<file path="config.mk">
export PLATFORM = sky130hd
export DESIGN_NAME = spi_slave_wide
export DESIGN_NICKNAME = d
export VERILOG_FILES = /design/src/rtl/spi_slave_wide_pkg.sv /design/src/rtl/spi_tx_fifo.sv /design/src/rtl/spi_slave_wide.sv
export SDC_FILE = /design/constraint.sdc
export NUM_CORES = 1
export LEC_CHECK = 0
export ABC_AREA = 1
export CORE_MARGIN = 2
export CORE_UTILIZATION = 40
export CTS_CLUSTER_SIZE = 12
export DETAILED_ROUTE_END_ITERATION = 16
export GPL_ROUTABILITY_DRIVEN = 0
export PLACE_DENSITY = 0.6
export SETUP_SLACK_MARGIN = 0.4
export SLEW_MARGIN = 40
export SYNTH_ARGS = -nofsm -noshare
export SYNTH_HDL_FRONTEND = slang
export SYNTH_HIERARCHICAL = 1
export SYNTH_SLANG_ARGS = --single-unit
export TNS_END_PERCENT = 30
</file>
<file path="constraint.sdc">
create_clock -name i_Clk -period 3.45 [get_ports i_Clk]
set_input_delay 0.5175 -clock i_Clk [delete_from_list [all_inputs] [get_ports i_Clk]]
set_output_delay 0.5175 -clock i_Clk [all_outputs]
set_load 0.02 [all_outputs]
</file>
<file path="src/rtl/spi_slave_wide_pkg.sv">
// Shared definitions for the wide SPI slave: synchroniser depth, frame states,
// SPI mode decode and parameter legality helpers.
package spi_slave_wide_pkg;

    localparam int SYNC_DEPTH = 2;

    typedef enum logic [1:0] {
        FRM_UNARMED,
        FRM_IDLE,
        FRM_ACTIVE
    } frame_state_e;

    function automatic logic mode_cpol(input int mode);
        return mode[1];
    endfunction

    function automatic logic mode_cpha(input int mode);
        return mode[0];
    endfunction

    // Sample edge is the leading edge when CPHA=0; the shift edge is the other one.
    function automatic logic edge_sel(input logic cpha, input logic want_sample,
                                      input logic leading, input logic trailing);
        return (cpha ^ want_sample) ? leading : trailing;
    endfunction

    function automatic bit word_w_legal(input int w);
        return (w >= 4) && (w <= 32);
    endfunction

    function automatic bit depth_legal(input int d);
        return (d >= 2) && (d <= 16) && ((d & (d - 1)) == 0);
    endfunction

endpackage

</file>
<file path="src/rtl/spi_tx_fifo.sv">
// Show-ahead synchronous TX FIFO; a push into a full FIFO is dropped unless a
// pop happens in the same cycle.
module spi_tx_fifo #(
    parameter int WORD_W = 8,
    parameter int DEPTH  = 4
) (
    input  logic              clk,
    input  logic              rst,
    input  logic              push,
    input  logic [WORD_W-1:0] push_word,
    input  logic              pop,
    output logic [WORD_W-1:0] head,
    output logic              empty,
    output logic              full,
    output logic              drop
);
    localparam int AW = $clog2(DEPTH);
    localparam logic [AW:0] FULL_COUNT = (AW + 1)'(DEPTH);

    logic [WORD_W-1:0] mem [DEPTH];
    logic [AW-1:0]     wr_ptr;
    logic [AW-1:0]     rd_ptr;
    logic [AW:0]       count;
    logic              do_push;
    logic              do_pop;

    assign empty   = (count == '0);
    assign full    = (count == FULL_COUNT);
    assign do_pop  = pop && !empty;
    assign do_push = push && (!full || do_pop);
    assign drop    = push && !do_push;
    assign head    = mem[rd_ptr];

    always_ff @(posedge clk) begin
        if (do_push) begin
            mem[wr_ptr] <= push_word;
        end
    end

    always_ff @(posedge clk or posedge rst) begin
        if (rst) begin
            wr_ptr <= '0;
            rd_ptr <= '0;
            count  <= '0;
        end else begin
            if (do_push) begin
                wr_ptr <= wr_ptr + AW'(1);
            end
            if (do_pop) begin
                rd_ptr <= rd_ptr + AW'(1);
            end
            case ({do_push, do_pop})
                2'b10:   count <= count + 1'b1;
                2'b01:   count <= count - 1'b1;
                default: count <= count;
            endcase
        end
    end

endmodule

</file>
<file path="src/rtl/spi_slave_wide.sv">
// Oversampled SPI slave with selectable mode, word width and bit order,
// back-to-back multi-word frames and a TX FIFO with underrun/overflow flags.
module spi_slave_wide
    import spi_slave_wide_pkg::*;
#(
    parameter int                SPI_MODE  = 0,
    parameter int                WORD_W    = 8,
    parameter int                MSB_FIRST = 1,
    parameter int                TX_DEPTH  = 4,
    parameter logic [WORD_W-1:0] IDLE_WORD = '1
) (
    input  logic              i_Clk,
    input  logic              i_Rst,
    input  logic              i_SPI_Clk,
    input  logic              i_SPI_CS_n,
    input  logic              i_SPI_MOSI,
    output logic              o_SPI_MISO,
    output logic              o_SPI_MISO_En,
    output logic              o_RX_DV,
    output logic [WORD_W-1:0] o_RX_Word,
    input  logic              i_TX_DV,
    input  logic [WORD_W-1:0] i_TX_Word,
    output logic              o_TX_Ready,
    output logic              o_TX_Underrun,
    output logic              o_TX_Overflow,
    output logic              o_Frame_Err,
    output logic              o_Busy
);
    localparam logic            CPOL     = mode_cpol(SPI_MODE);
    localparam logic            CPHA     = mode_cpha(SPI_MODE);
    localparam int              CW       = $clog2(WORD_W);
    localparam logic [CW-1:0]   LAST_BIT = CW'(WORD_W - 1);
    localparam int              HEAD     = (MSB_FIRST != 0) ? WORD_W - 1 : 0;
    localparam logic [1:0]      SETTLED  = 2'(SYNC_DEPTH + 1);

    if (!word_w_legal(WORD_W)) begin : g_bad_word_w
        $error("spi_slave_wide: WORD_W must be 4..32");
    end
    if (!depth_legal(TX_DEPTH)) begin : g_bad_depth
        $error("spi_slave_wide: TX_DEPTH must be a power of 2 in 2..16");
    end

    logic [SYNC_DEPTH-1:0] sclk_pipe;
    logic [SYNC_DEPTH-1:0] cs_pipe;
    logic [SYNC_DEPTH-1:0] mosi_pipe;
    logic                  sclk_prev;
    logic [1:0]            settle;
    frame_state_e          state;
    logic [CW-1:0]         bit_cnt;
    logic [WORD_W-1:0]     rx_shift;
    logic [WORD_W-1:0]     tx_shift;
    logic [WORD_W-1:0]     rx_next;
    logic [WORD_W-1:0]     tx_adv;
    logic [WORD_W-1:0]     fifo_head;
    logic [WORD_W-1:0]     fetched_word;
    logic                  sclk_s, cs_s, mosi_s;
    logic                  toggled, leading, trailing;
    logic                  sample_edge, shift_edge;
    logic                  frame_start, word_done, fetch;
    logic                  fifo_empty, fifo_full, fifo_drop;

    always_ff @(posedge i_Clk or posedge i_Rst) begin
        if (i_Rst) begin
            sclk_pipe <= {SYNC_DEPTH{CPOL}};
            cs_pipe   <= '1;
            mosi_pipe <= '0;
            sclk_prev <= CPOL;
        end else begin
            sclk_pipe <= {sclk_pipe[SYNC_DEPTH-2:0], i_SPI_Clk};
            cs_pipe   <= {cs_pipe[SYNC_DEPTH-2:0], i_SPI_CS_n};
            mosi_pipe <= {mosi_pipe[SYNC_DEPTH-2:0], i_SPI_MOSI};
            sclk_prev <= sclk_s;
        end
    end

    assign sclk_s       = sclk_pipe[SYNC_DEPTH-1];
    assign cs_s         = cs_pipe[SYNC_DEPTH-1];
    assign mosi_s       = mosi_pipe[SYNC_DEPTH-1];
    assign toggled      = (sclk_s != sclk_prev);
    assign leading      = toggled && (sclk_s != CPOL);
    assign trailing     = toggled && (sclk_s == CPOL);
    assign sample_edge  = (state == FRM_ACTIVE) && !cs_s && edge_sel(CPHA, 1'b1, leading, trailing);
    assign shift_edge   = (state == FRM_ACTIVE) && !cs_s && edge_sel(CPHA, 1'b0, leading, trailing);
    assign frame_start  = (state == FRM_IDLE) && !cs_s;
    assign word_done    = sample_edge && (bit_cnt == LAST_BIT);
    assign fetch        = frame_start || word_done;
    assign fetched_word = fifo_empty ? IDLE_WORD : fifo_head;
    assign o_TX_Ready   = !fifo_full;

    always_comb begin
        rx_next = rx_shift;
        tx_adv  = tx_shift;
        if (MSB_FIRST != 0) begin
            rx_next = {rx_shift[WORD_W-2:0], mosi_s};
            tx_adv  = {tx_shift[WORD_W-2:0], 1'b0};
        end else begin
            rx_next = {mosi_s, rx_shift[WORD_W-1:1]};
            tx_adv  = {1'b0, tx_shift[WORD_W-1:1]};
        end
    end

    spi_tx_fifo #(
        .WORD_W (WORD_W),
        .DEPTH  (TX_DEPTH)
    ) u_fifo (
        .clk       (i_Clk),
        .rst       (i_Rst),
        .push      (i_TX_DV),
        .push_word (i_TX_Word),
        .pop       (fetch),
        .head      (fifo_head),
        .empty     (fifo_empty),
        .full      (fifo_full),
        .drop      (fifo_drop)
    );

    // A CS level seen right after reset is not trusted: the block only arms once
    // the flushed synchroniser shows CS high, so a frame caught mid-way is skipped.
    always_ff @(posedge i_Clk or posedge i_Rst) begin
        if (i_Rst) begin
            settle        <= '0;
            state         <= FRM_UNARMED;
            bit_cnt       <= '0;
            rx_shift      <= '0;
            tx_shift      <= '0;
            o_RX_Word     <= '0;
            o_RX_DV       <= 1'b0;
            o_SPI_MISO    <= 1'b0;
            o_SPI_MISO_En <= 1'b0;
            o_TX_Underrun <= 1'b0;
            o_TX_Overflow <= 1'b0;
            o_Frame_Err   <= 1'b0;
            o_Busy        <= 1'b0;
        end else begin
            o_RX_DV       <= 1'b0;
            o_Frame_Err   <= 1'b0;
            o_TX_Overflow <= fifo_drop;
            o_TX_Underrun <= fetch && fifo_empty;
            if (settle != SETTLED) begin
                settle <= settle + 2'd1;
            end
            case (state)
                FRM_UNARMED: begin
                    if ((settle == SETTLED) && cs_s) begin
                        state <= FRM_IDLE;
                    end
                end
                FRM_IDLE: begin
                    if (frame_start) begin
                        state         <= FRM_ACTIVE;
                        o_Busy        <= 1'b1;
                        o_SPI_MISO_En <= 1'b1;
                        bit_cnt       <= '0;
                        tx_shift      <= fetched_word;
                        if (!CPHA) begin
                            o_SPI_MISO <= fetched_word[HEAD];
                        end
                    end
                end
                FRM_ACTIVE: begin
                    if (cs_s) begin
                        state         <= FRM_IDLE;
                        o_Busy        <= 1'b0;
                        o_SPI_MISO_En <= 1'b0;
                        o_SPI_MISO    <= 1'b0;
                        o_Frame_Err   <= (bit_cnt != '0);
                        bit_cnt       <= '0;
                    end else if (sample_edge) begin
                        rx_shift <= rx_next;
                        if (word_done) begin
                            o_RX_Word <= rx_next;
                            o_RX_DV   <= 1'b1;
                            bit_cnt   <= '0;
                            tx_shift  <= fetched_word;
                            if (!CPHA) begin
                                o_SPI_MISO <= fetched_word[HEAD];
                            end
                        end else begin
                            bit_cnt <= bit_cnt + 1'b1;
                        end
                    end else if (shift_edge) begin
                        // bit_cnt==0 here means a fresh word: CPHA=1 shows its first bit, CPHA=0 already did.
                        if (bit_cnt != '0) begin
                            tx_shift   <= tx_adv;
                            o_SPI_MISO <= tx_adv[HEAD];
                        end else if (CPHA) begin
                            o_SPI_MISO <= tx_shift[HEAD];
                        end
                    end
                end
                default: state <= FRM_UNARMED;
            endcase
        end
    end

endmodule
</file>
==> results.json <==
{
  "status": "finished clean",
  "synth-simple-area-share_pct": 22.20,
  "required_ps": 3700,
  "multi_input_area_um2": 1226,
  "crit_top_cell": "nand2_1",
  "leakagePower_nw": 1.883,
  "final-seq-area_um2": 2190,
  "rsz0062_at_grt": "false",
  "hpwl_mm": 4.217,
  "relSlewSlack_pct": 48.91,
  "fin_crit_ps": 2587,
  "num_rows": 34,
  "globalRouteTotalUtil_pct": 13.73,
  "layout-drive-gt1-share_pct": 14.94,
  "mostFrequentLayoutCell": "nand2_1",
  "finalPower_mw": 2.818,
  "n_antenna_cell": 0,
  "cts_resized": 0,
  "cp_num_buf_inv": 2,
  "io_buffers": 29,
  "clockRootBuffer": "clkbuf_8",
  "grt_pass1_vias": 2342,
  "crit_fanout": 18,
  "cts_htree_levels": 3,
  "grt_pass1_wl_mm": 10.60,
  "die_h_um": 99.47,
  "grt_max_degree": 43,
  "fin_worst_skew_ps": 6.695,
  "wl_per_cell_um": 11.97,
  "syn_inst": 353,
  "path_cells": "ha_1 -> ha_1 -> nand2_8 -> nand2_1 -> inv_1 -> nand3_4 -> nand2_4 -> ha_1 -> inv_1 -> fa_1 -> nand2_1 -> nand3_1 -> nand2_1 -> nand2_1",
  "io_pins": 30,
  "ir_worst_vdd_v": 0.0003301,
  "critPathKind": "reg -> reg",
  "syn_area_per_cell_um2": 10.33,
  "synth.area.mux_share_pct": 0.3089,
  "synth_fa_ha_area_share_pct": 3.638,
  "yosys_warnings": 6,
  "finalSetupViolations": 0,
  "mostFrequentLayoutCells": "nand2_1, dfrtp_1, nor2_1",
  "max_freq_mhz": 386.6,
  "die_width_um": 99.47,
  "coreArea_um2": 8763,
  "cp_top_family": "adder cells",
  "cts_hold_buf": 0,
  "path_clk_slew_ps": 80,
  "finalCritPeriodShare_pct": 74.97,
  "nNetsFinal": 414,
  "synth_compound_area_share_pct": 7.001,
  "ys_seq_elements": 81,
  "fillers": 829,
  "syn_nets": 377,
  "wirelength_mm": 6.022,
  "start_util_pct": 41.60,
  "drv_slew": 0,
  "worstPathArrival_ps": 2830,
  "syn_to_final_growth_pct": 15.89,
  "clk_latency_ps": 350,
  "drv_cap": 0,
  "syn-cell-area_um2": 3646,
  "synth_top_family_by_area": "simple AND/OR/NAND/NOR gates",
  "ant_nets": 0,
  "antenna_found_initial": 0,
  "finalSetupTns_ps": 0,
  "synth-xor-area-share_pct": 0.4804,
  "synth.distinct_cells": 31,
  "postCtsSetupRepairBufs": 0,
  "cts_buffer_depth": 2,
  "first_pass_iters": 4,
  "cts_tree": "yes",
  "end_kind": "flop",
  "drtIter0Drc": 72,
  "max_slew.worst_pin.slew_ps": 766.3,
  "worstSetupStartpointType": "flop",
  "min_path_type": "reg -> reg",
  "numCtsBuffers": 9,
  "grt_overflow": 0,
  "finalInstanceArea_um2": 4225,
  "dr_total_vias": 2323,
  "die_area_um2": 9894,
  "power-per-cell-area_nw_per_um2": 666.9,
  "via_per_inst": 4.618,
  "post-route-drc-count": 0,
  "post_dp_cell_area_um2": 4030,
  "slowest_delay_ps": 430,
  "seq_area_frac_synth_pct": 60.05,
  "numClockSinks": 81,
  "slowest_stage": "fa_1",
  "hold_viol_final": 0
}
==> layout make-up <==
cell class	count	share of cell area, %
Inverter	41	3.761
Tap cell	108	3.198
Sequential cell	81	51.82
Clock buffer	9	2.932
Timing Repair Buffer	33	7.581
Clock inverter	7	1.688
Multi-Input combinational cell	224	29.02
==> registers in the layout (all words and copies together), names as in the netlist <==
signal	flops
state	2
u_fifo/count	3
u_fifo/rd_ptr	2
tx_shift	7
o_TX_Overflow	1
settle	2
o_SPI_MISO	1
o_TX_Underrun	1
u_fifo/wr_ptr	2
o_RX_Word	8
bit_cnt	3
cs_pipe	2
mosi_pipe	2
rx_shift	7
sclk_prev	1
o_Frame_Err	1
o_Busy	1
u_fifo/mem	32
o_RX_DV	1
sclk_pipe	2
==> metrics by stage <==
stage | setup WS [ps] | std cells | util, % | hold slack, ps
6_report | 863.4 | 503 | 48.22 | 353.2
5_1_grt | 646.8 | 503 | 48.22 | 371.5
4_1_cts | 858.5 | 503 | 48.22 | 357.2
3_5_place_dp | 854.5 | 487 | 45.99 | 338.9
3_3_place_gp | 927.7 | 487 | 45.99 | 334.3
2_1_floorplan | 972.3 | 353 | - | 320.9
==> metal layers <==
metal / track usage [%] / part of all wire, %
met1: 16.56 / 45
met2: 23.13 / 50
met3: 5.411 / 4.5
met4: 3.477 / 0.81
met5: 0 / 0
==> Yosys cell counts (all sizes together) <==
| master | instances | area (um2) |
|---|---|---|
| nand2 | 95 | 421.7 |
| dfrtp | 47 | 1176 |
| nor2 | 44 | 212.7 |
| inv | 41 | 158.9 |
| o21ai | 40 | 222.7 |
| edfxtp | 32 | 960.9 |
| nand3 | 19 | 120.1 |
| ha | 9 | 112.6 |
| buf | 7 | 71.31 |
| or2 | 7 | 43.79 |
| dfstp | 2 | 52.55 |
| xnor2 | 2 | 17.52 |
| a211oi | 1 | 7.510 |
| a21boi | 1 | 7.510 |
| a21oi | 1 | 8.760 |
| a22o | 1 | 8.760 |
| fa | 1 | 20.02 |
| mux2 | 1 | 11.26 |
| nand4 | 1 | 6.260 |
| nor3 | 1 | 5.000 |
==> cells by family after synthesis <==
logic type	after synthesis
AND/OR/NAND/NOR	167
buffers and inverters	48
adder cells (fa/ha/maj)	10
multiplexers	1
AO/OA/AOI/OAI	44
XOR/XNOR	2
flip-flops	81
==> power breakdown <==
group	internal [mW]	switching (mW)	leakage (nW)	total [mW]
registers	1.19	0.133	0.915	1.32
clock network	0.332	0.342	0.0890	0.673
logic	0.337	0.485	0.879	0.822
total	1.86	0.960	1.88	2.82
==> final timing paths <==
kind | start | end | slack [ps] | cells past startpoint
hold / removal | mosi_pipe[0] | mosi_pipe[1] | 350 | 0
setup reg to reg | bit_cnt[0] | u_fifo/count[2] | 860 | 14
setup / recovery | bit_cnt[0] | u_fifo/count[2] | 860 | 14
max in group asynchronous | i_Rst | tx_shift[1] | 2470 | 3
min in group asynchronous | i_Rst | u_fifo/count[0] | 420 | 2
hold reg to reg | mosi_pipe[0] | mosi_pipe[1] | 350 | 0
No activity file was read; power rests on OpenSTA's default activity.
